File: src/rtl/riscv_mem_arbiter.sv
// riscv_mem_arbiter
// Shares the single unified memory port of the riscv32i core between the
// instruction-fetch unit and the load/store unit. One transaction is in
// flight at a time; responses are routed back to the owning requester and
// a transaction that stays in ISSUE+WAIT for TIMEOUT_CYC cycles is aborted
// with a bus_err pulse.
//
// Optional feature: define RISCV_ARB_RR_EN for round-robin arbitration.
// Without it the LSU has fixed priority over fetch.
//
// state | meaning
// IDLE  | no transaction; grant the winning requester combinationally
// ISSUE | mem_req high with latched fields, waiting for mem_gnt
// WAIT  | request accepted, waiting for mem_rvalid
module riscv_mem_arbiter #(
  parameter int ADDR_W      = 32,
  parameter int DATA_W      = 32,
  parameter int TIMEOUT_CYC = 255
) (
  input  logic                clk,
  input  logic                reset,
  input  logic                if_req,
  input  logic [ADDR_W-1:0]   if_addr,
  output logic                if_gnt,
  output logic                if_rvalid,
  output logic [DATA_W-1:0]   if_rdata,
  input  logic                ls_req,
  input  logic                ls_we,
  input  logic [DATA_W/8-1:0] ls_be,
  input  logic [ADDR_W-1:0]   ls_addr,
  input  logic [DATA_W-1:0]   ls_wdata,
  output logic                ls_gnt,
  output logic                ls_rvalid,
  output logic [DATA_W-1:0]   ls_rdata,
  output logic                mem_req,
  output logic                mem_we,
  output logic [DATA_W/8-1:0] mem_be,
  output logic [ADDR_W-1:0]   mem_addr,
  output logic [DATA_W-1:0]   mem_wdata,
  input  logic                mem_gnt,
  input  logic                mem_rvalid,
  input  logic [DATA_W-1:0]   mem_rdata,
  output logic                bus_err
);

  typedef enum logic [1:0] {
    ST_IDLE  = 2'd0,
    ST_ISSUE = 2'd1,
    ST_WAIT  = 2'd2
  } state_e;

  localparam logic [15:0] TMO_LIM = 16'(TIMEOUT_CYC);

  state_e                state_q;
  logic                  owner_q;   // 1 = load/store unit, 0 = fetch
  logic [15:0]           cnt_q;
  logic                  mem_req_q;
  logic                  mem_we_q;
  logic [DATA_W/8-1:0]   mem_be_q;
  logic [ADDR_W-1:0]     mem_addr_q;
  logic [DATA_W-1:0]     mem_wdata_q;

  logic pick_ls;
  logic grant_ok;
  logic done_raw;
  logic done;
  logic tmo;

`ifdef RISCV_ARB_RR_EN
  logic rr_q;   // 1 favours the load/store unit on a tie

  assign pick_ls = ls_req && (!if_req || rr_q);
`else
  assign pick_ls = ls_req;
`endif

  // A response in ISSUE only counts when it comes with the grant.
  assign done_raw = ((state_q == ST_ISSUE) && mem_gnt && mem_rvalid) ||
                    ((state_q == ST_WAIT) && mem_rvalid);
  assign done     = done_raw && !reset;
  assign tmo      = !reset && (state_q != ST_IDLE) && (cnt_q == TMO_LIM) && !done_raw;
  assign grant_ok = !reset && (state_q == ST_IDLE) && (if_req || ls_req);

  assign mem_req   = mem_req_q;
  assign mem_we    = mem_we_q;
  assign mem_be    = mem_be_q;
  assign mem_addr  = mem_addr_q;
  assign mem_wdata = mem_wdata_q;

  // Same-cycle grants, response routing and abort signalling.
  always_comb begin
    if_gnt    = 1'b0;
    ls_gnt    = 1'b0;
    if_rvalid = 1'b0;
    ls_rvalid = 1'b0;
    if_rdata  = '0;
    ls_rdata  = '0;
    bus_err   = tmo;
    if (grant_ok) begin
      if (pick_ls) ls_gnt = 1'b1;
      else         if_gnt = 1'b1;
    end
    if (done || tmo) begin
      if (owner_q) ls_rvalid = 1'b1;
      else         if_rvalid = 1'b1;
    end
    if (done) begin
      if (owner_q) ls_rdata = mem_rdata;
      else         if_rdata = mem_rdata;
    end
  end

  // Transaction FSM with latched memory fields and timeout counter.
  always_ff @(posedge clk) begin
    if (reset) begin
      state_q     <= ST_IDLE;
      owner_q     <= 1'b0;
      cnt_q       <= '0;
      mem_req_q   <= 1'b0;
      mem_we_q    <= 1'b0;
      mem_be_q    <= '0;
      mem_addr_q  <= '0;
      mem_wdata_q <= '0;
`ifdef RISCV_ARB_RR_EN
      rr_q        <= 1'b0;
`endif
    end else begin
      case (state_q)
        ST_IDLE: begin
          if (if_req || ls_req) begin
            state_q   <= ST_ISSUE;
            mem_req_q <= 1'b1;
            cnt_q     <= '0;
            owner_q   <= pick_ls;
            if (pick_ls) begin
              mem_we_q    <= ls_we;
              mem_be_q    <= ls_be;
              mem_addr_q  <= ls_addr;
              mem_wdata_q <= ls_wdata;
            end else begin
              mem_we_q    <= 1'b0;
              mem_be_q    <= '1;
              mem_addr_q  <= if_addr;
              mem_wdata_q <= '0;
            end
`ifdef RISCV_ARB_RR_EN
            rr_q <= ~rr_q;
`endif
          end
        end
        ST_ISSUE: begin
          if (done || tmo) begin
            state_q   <= ST_IDLE;
            mem_req_q <= 1'b0;
          end else begin
            cnt_q <= cnt_q + 16'd1;
            if (mem_gnt) begin
              state_q   <= ST_WAIT;
              mem_req_q <= 1'b0;
            end
          end
        end
        ST_WAIT: begin
          if (done || tmo) begin
            state_q <= ST_IDLE;
          end else begin
            cnt_q <= cnt_q + 16'd1;
          end
        end
        default: begin
          state_q   <= ST_IDLE;
          mem_req_q <= 1'b0;
        end
      endcase
    end
  end

endmodule

File: config.mk
export PLATFORM = sky130hd
export DESIGN_NAME = riscv_mem_arbiter
export DESIGN_NICKNAME = d
export VERILOG_FILES = /design/src/rtl/riscv_mem_arbiter.sv
export SDC_FILE = /design/constraint.sdc
export NUM_CORES = 1
export LEC_CHECK = 0
export ABC_AREA = 0
export BUFFER_PORTS_ARGS = -buffer_cell sky130_fd_sc_hd__buf_4
export CAP_MARGIN = 20
export CORE_AREA = 4 4 106 108
export CTS_CLUSTER_SIZE = 12
export DETAILED_ROUTE_END_ITERATION = 8
export DIE_AREA = 0 0 110 112
export GPL_ROUTABILITY_DRIVEN = 1
export GPL_TIMING_DRIVEN = 1
export PLACE_DENSITY_LB_ADDON = 0.2
export SETUP_SLACK_MARGIN = 0.1
export SLEW_MARGIN = 10
export SYNTH_ARGS = -nofsm -noshare
export SYNTH_HDL_FRONTEND = slang
export SYNTH_SLANG_ARGS = --single-unit
File: constraint.sdc
create_clock -name clk -period 6.1 [get_ports clk]
set_input_delay 0.61 -clock clk [delete_from_list [all_inputs] [get_ports clk]]
set_output_delay 0.61 -clock clk [all_outputs]
set_load 0.05 [all_outputs]
* Word-level counts from Yosys, hierarchy flattened *
Index checks and enable logic that the tools add are counted.

word-level totals
  logic and storage cells = 67
  memory bits (writable) = 0
  bits in registers = 89
  ROM bits = 0
  latch bits = 0
  output and inout port bits = 139
  input port bits = 139
  memories kept = 0

cells by class
  add/subtract/negate cells = 1
  magnitude comparators = 0
  div/mod/pow operators = 0
  reductions and logical operators = 22
  eq/ne operators = 7
  bitwise operators = 1
  mux-type cells = 28
  shifts and indexed selects = 0
  multipliers = 0

operators by type and width
  operator                 number
  $mux W32                 6
  $mux W16                 2
  $pmux W16 S2             1
  $add A16 B1 Y16 const B  1
  $eq A16 B8 Y1 const B    1
  $mux W1                  12
  $logic_and A1 B1 Y1      9
  $reduce_and A3 Y1        3
  $mux W2                  4
  $pmux W2 S3              1
  $mux W4                  1
  $ne A2 B1 Y1 const B     2
  $reduce_bool A2 Y1       2
  $logic_or A1 B1 Y1       3
  $ne A3 B2 Y1 const B     1
  $pmux W1 S3              1
  $eq A2 B1 Y1 const B     1
  $eq A2 B2 Y1 const B     1
  $logic_not A1 Y1         2
  $logic_not A2 Y1         1
  $ne A2 B2 Y1 const B     1
  $reduce_and A2 Y1        1
  $reduce_or A2 Y1         1
  $not A1 Y1               1

* Depth between registers and ports, before layout *
Gate-level depths: netlist of run 1.

  depth after elaboration = 9
  gate-level depth with buffers = 9
  gate-level depth less buffers = 7

* Worst setup path after synthesis of run 1 *
No wires, ideal clock.

  path type = input-to-output
  from = in ls_req
  to = out if_gnt
  cell stages on the path = 4
  required time = 5.490 ns
  setup slack = 3.141 ns
  buffers on the path = 2
  data arrival time = 2.349 ns
  path through = clkbuf_1 > o21ai_1 > clkbuf_1 > nor3_1

on the way
  word-level cells in the longest chain between the ends = 3
  elaborated cells between the ends (all ways) = 4
  classes of those cells = 2 x mux; 2 x reduce/logical

RTL lines
  element              line  source
  start: declaration   27    input logic ls_req,
  $logic_or A1 B1 Y1   82    assign grant_ok = !reset && (state_q == ST_IDLE) && (if_req || ls_req);
  $logic_and A1 B1 Y1  82
  $mux W1 *            99    if (grant_ok) begin
  end: declaration     24    output logic if_gnt,

Every way passes the cells marked *; elsewhere a longest branch is shown, timed or not.

* Worst setup path after layout of run 1 *
  from = reg state_q[0]
  to = out ls_rvalid

on the way
  word-level cells in the longest chain between the ends = 8
  elaborated cells between the ends (all ways) = 14
  classes of those cells = 2 x eq/ne; 1 x mux; 11 x reduce/logical

RTL lines
  element                           line  source
  start: declaration                54    state_e state_q;
  start signal: assignment          116   state_q <= ST_IDLE;
  start signal: assignment          131   state_q <= ST_ISSUE;
  start signal: assignment          153   state_q <= ST_IDLE;
  $eq A2 B1 Y1                      78    assign done_raw = ((state_q == ST_ISSUE) && mem_gnt && mem_rvalid) ||
  $logic_and A1 B1 Y1 (2 in a row)  78
  $logic_or A1 B1 Y1                78
  $logic_not A1 Y1                  81    assign tmo = !reset && (state_q != ST_IDLE) && (cnt_q == TMO_LIM) && !done_raw;
  $logic_and A1 B1 Y1               81
  $logic_or A1 B1 Y1 *              103   if (done || tmo) begin
  $mux W1 *                         103
  end: declaration                  33    output logic ls_rvalid,

Marks and branches as above.

==> results of run 1 <==
-- tightest hold or removal path, cell delays in order, from the launching register on --
cell and delay [ps]:
dfxtp_1 320, nand2_1 50, a21oi_1 50
-- layout make-up --
| class | instances | area share |
|---|---|---|
| multi-input combinational | 401 | 0.355 |
| timing repair buffer | 282 | 0.317 |
| sequential | 89 | 0.265 |
| tap | 136 | 0.0254 |
| clock buffer | 9 | 0.0185 |
| clock inverter | 7 | 0.0147 |
| inverter | 6 | 0.00336 |
| antenna | 1 | 0.000373 |
-- cell usage after synthesis (all sizes together), types with 7 or more instances --
cell type and number:
nor2 52, mux2i 35, a211oi 32, a21oi 47
buf 17, nand3 39, clkbuf 28, o21ai 13
dfxtp 89, nand2 55, and2 35, o31ai 7
and3 33
-- metrics by stage --
step	worst slack [ps]	hold WS, ps	utilization	instance area (um2)	total power, mW
2_1_floorplan	3140	452	-	4370	1.63
3_3_place_gp	3160	439	0.632	6470	1.98
3_5_place_dp	2980	445	0.632	6470	2.01
4_1_cts	2580	458	0.654	6690	2.47
5_1_grt	2330	470	0.656	6710	2.60
6_report	2510	455	0.656	6710	2.47
-- power breakdown --
group | switching [mW] | internal [mW]
Combinational | 0.858 | 0.381
Sequential | 0.0784 | 0.698
Clock | 0.217 | 0.234
Total | 1.15 | 1.31
-- logic make-up (layout without fill, tap and decap cells) --
| family | count (synthesis) | after routing |
|---|---|---|
| AO/OA/AOI/OAI | 115 | 115 |
| XOR/XNOR | 1 | 1 |
| adder cells (fa/ha/maj) | 4 | 4 |
| buffers and inverters | 51 | 304 |
| flip-flops | 89 | 89 |
| multiplexers | 35 | 35 |
| other | 0 | 1 |
| AND/OR/NAND/NOR | 246 | 246 |
-- registers in the layout, summed over array words and instances, names as in the netlist --
register   flops
mem_addr      32
mem_req        1
mem_we         1
cnt_q         16
state_q        2
mem_wdata     32
mem_be         4
owner_q        1
-- final timing paths --
kind | slack, ps | cells after the start | from | endpoint
hold / removal | 450 | 2 | mem_wdata[31]$_SDFFE_PP0P_ | mem_wdata[31]$_SDFFE_PP0P_
hold reg to reg | 450 | 2 | mem_wdata[31]$_SDFFE_PP0P_ | mem_wdata[31]$_SDFFE_PP0P_
setup reg to reg | 3340 | 8 | state_q[0]$_SDFFE_PP0P_ | cnt_q[6]$_SDFFE_PP0P_
setup / recovery | 2510 | 8 | state_q[0]$_SDFFE_PP0P_ | ls_rvalid
-- metal layers --
metal | wire length, um | part of all wire
met3 | 1610 | 0.11
met5 | 0 | 0
met4 | 347 | 0.023
met1 | 5190 | 0.34
met2 | 8020 | 0.53
==> impl_metrics.json, run 1 <==
{
  "avgSynthCellArea_um2": 8.08,
  "die_y_um": 112,
  "wl_per_cell_um": 16.3,
  "crit_chain": "inv_1, ha_1, buf_4, nor4_1, nand3_1, o21ai_1, and2_1, buf_4",
  "fin_setup_tns_ps": 0,
  "synth_edf_count": 0,
  "synth_top_family_by_area": "simple AND/OR/NAND/NOR gates",
  "core_area_um2": 10200,
  "syn-num-nets": 684,
  "grt.total_usage": 0.232,
  "cts_resized": 0,
  "avgViaCountPerCell": 5.27,
  "hpwl_um": 11700,
  "wirelength_um": 15200,
  "rows": 37,
  "async_flop_share": 0,
  "firstDrtPassIters": 6,
  "netlist_area_um2": 4370,
  "synthFlopType": "dfxtp_1",
  "grt.overflow.total": 0,
  "max_freq_ghz": 0.279,
  "crit_type": "reg2out",
  "critPathMaxFanout": 47,
  "ys_top_cells_by_area": "dfxtp_1 (41%), mux2i_1 (8.0%), a211oi_1 (5.5%), a21oi_1 (5.4%), and2_1 (4.9%)",
  "arrival_ps": 2980,
  "ys_ff_latch": 89,
  "antenna_found_initial": 1,
  "synth_xor_area_frac": 0.00200,
  "drive_above_1_share": 0.387,
  "yosysWarnings": 0,
  "critPathLaunchType": "flip-flop",
  "grt_first_pass_wirelength_um": 23000,
  "ant_nets": 0,
  "grt_pass1_vias": 4720,
  "cts_setup_buffers": 0,
  "cts_tree": "done",
  "drv_cap": 0,
  "drc_errors": 0,
  "num_io_pins": 278,
  "postCtsHoldBufs": 0,
  "cp.required_ps": 5490,
  "register_area_um2": 1780,
  "yosysTopAreaCellShare": 0.408,
  "yosysSeqAreaShare": 0.408,
  "crit_buf_inv": 3,
  "final-instance-count-excl-fill": 931,
  "area_growth_pct": 53.6,
  "setup_viol": 0,
  "met1_usage": 0.246,
  "num_vias": 4910,
  "worstMarginPinSlew_ps": 958,
  "powerDensity_nw_per_um2": 368,
  "placed_cells": 913,
  "finalCriticalPeriod_ps": 3590,
  "worst_path_max_delay_cell": "o21ai_1",
  "multi_input_area_um2": 2380,
  "clock-root-buffer": "clkbuf_8",
  "fin_worst_skew_ps": 16.5,
  "initial_utilization": 0.427,
  "netlist.top_cell.by_area": "dfxtp_1",
  "die_area_um2": 12300,
  "yosysUniqueCellTypes": 43,
  "cp_top_family": "simple AND/OR/NAND/NOR gates",
  "syn_inst": 541,
  "htree_levels": 3,
  "use_met3": 0.0655,
  "synthSimpleGateAreaFrac": 0.284,
  "port_buffers": 277,
  "rsz0062_at_grt": "false",
  "die_w_um": 110,
  "drv_slew": 0,
  "grt_start_max_net_pins": 82,
  "drt-initial-drc-count": 378,
  "layout_commonest_cell": "buf_4",
  "hp-class": "reg2reg",
  "endpoint_kind": "output pin",
  "clock-sinks": 89,
  "synth_compound_area_frac": 0.166,
  "layout.nets": 932,
  "ctsLongestPathBuffers": 2,
  "slew_headroom": 0.360,
  "hold_viol_final": 0,
  "grt_use_met2": 0.431,
  "synthMuxAreaShare": 0.0802,
  "clk_latency_ps": 360,
  "gp_congestion": 0.896,
  "layout_common_cells": "buf_4 (281), dfxtp_1 (89), nand2_1 (55), nor2_1 (52), a21oi_1 (47)",
  "synth-adder-area-share": 0.0115,
  "numCtsBuffers": 9,
  "cp_common_cell": "buf_4",
  "grt-busiest-layer": "met2",
  "period_share": 0.588,
  "ir_drop_uv": 239,
  "path_clk_slew_ps": 90,
  "p_leak_nw": 3.24,
  "critPathMaxStageDelay_ps": 610,
  "status": "finished clean",
  "nFillCells": 874
}
Note: power is estimated with default switching activity, not from simulation.
==> inputs of run 2 (changes only) <==
Settings changed: CORE_AREA 4 4 106 108 to not set, CORE_MARGIN set to 4, CORE_UTILIZATION set to 43, DIE_AREA 0 0 110 112 to not set.
Clock period 6.1 ns to 3.68 ns, I/O delays scaled along.
==> run 2 against run 1 <==
Net effect: highest routed layer unchanged; register-to-register slack got worse by 2300 ps; global-route usage up 0.79 points; clock power increased by 37%; largest power group unchanged; worst setup slack worse by 1500 ps; utilization up 2.5 points; combinational power rose by 66%; worst hold slack worse by 220 ps; first-iteration DRC count is 5.6% higher; critical path depth unchanged; critical path type unchanged; clock skew decreased by 6.1 ps.
==> impl_metrics.json, run 2 (synthesized netlist as in run 1, its figures left out) <==
{
  "status": "finished clean",
  "drv_slew": 0,
  "port_buffers": 277,
  "powerDensity_nw_per_um2": 590,
  "numCtsBuffers": 9,
  "n_antenna_cell": 0,
  "grt_pass1_vias": 4758,
  "finalInstanceArea_um2": 6690,
  "fin_worst_skew_ps": 10.4,
  "firstDrtPassIters": 4,
  "grt.overflow.total": 0,
  "worst_path_max_delay_cell": "dfxtp_1",
  "p_leak_nw": 3.24,
  "hold_viol_final": 0,
  "finalPower_mw": 3.95,
  "postCtsHoldBufs": 0,
  "ctsLongestPathBuffers": 2,
  "area_growth_pct": 53.0,
  "critPathMaxStageDelay_ps": 370,
  "critPathLaunchType": "flip-flop",
  "fin_util": 0.681,
  "endpoint_kind": "output pin",
  "crit_buf_inv": 3,
  "final-instance-count-excl-fill": 932,
  "drc_errors": 0,
  "crit_chain": "inv_1, ha_1, nor4_1, nand3_1, o21ai_1, buf_4, and2_1, buf_4",
  "max_freq_ghz": 0.379,
  "drt-initial-drc-count": 399,
  "setup_ws_ps": 1040,
  "hold_slack_ps": 234,
  "register_area_um2": 1780,
  "nFillCells": 781,
  "cts_resized": 0,
  "rsz0062_at_grt": "false",
  "critPathMaxFanout": 12,
  "placed_area_um2": 6510,
  "layout_commonest_cell": "buf_4",
  "hpwl_um": 11600,
  "wirelength_um": 15000,
  "initial_utilization": 0.445,
  "drive_above_1_share": 0.390,
  "grt.total_usage": 0.240,
  "num_io_pins": 278,
  "avgViaCountPerCell": 5.32,
  "layout_common_cells": "buf_4 (287), dfxtp_1 (89), nand2_1 (55), nor2_1 (52), a21oi_1 (47)",
  "period_share": 0.717,
  "clock-root-buffer": "clkbuf_8",
  "num_vias": 4959,
  "cp.required_ps": 3310,
  "r2r_slack_ps": 1090,
  "dp_slack_ps": 1100,
  "core_area_um2": 9820,
  "placed_cells": 916,
  "cts_tree": "done",
  "wl_per_cell_um": 16.1,
  "cp_common_cell": "buf_4",
  "slew_headroom": 0.485,
  "clock-sinks": 89,
  "fin_setup_tns_ps": 0,
  "ant_nets": 0,
  "die_y_um": 109,
  "rows": 36,
  "hp-class": "in2reg",
  "die_w_um": 109,
  "cts_setup_buffers": 0,
  "htree_levels": 3,
  "grt_first_pass_wirelength_um": 22700,
  "ir_drop_uv": 340,
  "arrival_ps": 2270,
  "clk_latency_ps": 360,
  "multi_input_area_um2": 2380,
  "layout.nets": 937,
  "setup_viol": 0,
  "grt_start_max_net_pins": 75,
  "path_clk_slew_ps": 90,
  "crit_type": "reg2out",
  "finalCriticalPeriod_ps": 2640,
  "antenna_found_initial": 0,
  "worstMarginPinSlew_ps": 773,
  "cp_top_family": "simple AND/OR/NAND/NOR gates",
  "die_area_um2": 11800,
  "drv_cap": 0,
  "gp_congestion": 0.899
}
run 2: routing by layer:
metal,global-route usage,vias up,routed length [um]
li1,-,2427,-
met2,0.433,255,7760
met5,0,-,0
met1,0.257,2242,5340
met4,0.108,0,444
met3,0.0734,35,1460
run 2: worst paths after layout:
kind / start / to / cells after the start
worst max-delay path: state_q[0]$_SDFFE_PP0P_ / ls_rvalid / 8
worst min-delay path: reset / cnt_q[3]$_SDFFE_PP0P_ / 2
worst min register to register: mem_wdata[24]$_SDFFE_PP0P_ / mem_wdata[24]$_SDFFE_PP0P_ / 2
worst max register to register: state_q[0]$_SDFFE_PP0P_ / cnt_q[13]$_SDFFE_PP0P_ / 7
run 2: worst reg2reg max path: cells and delay by family (launching register included):
family | cells | cell delay (ps)
simple gates | 1 | 560
flops | 1 | 340
compound gates | 3 | 900
fa+ha+maj | 1 | 220
buf+inv | 2 | 500
run 2: area by class of cell:
cell class                      instances  area share
Clock buffer                           11      0.0226
Clock inverter                          5     0.00449
Inverter                                6     0.00337
Multi-Input combinational cell        401       0.356
Sequential cell                        89       0.266
Tap cell                              133      0.0249
Timing Repair Buffer                  287       0.322
run 2: power by group:
group | internal, mW | switching (mW) | total (mW)
clock network | 0.279 | 0.341 | 0.619
registers | 1.16 | 0.114 | 1.27
logic | 0.634 | 1.42 | 2.06
total | 2.07 | 1.88 | 3.95
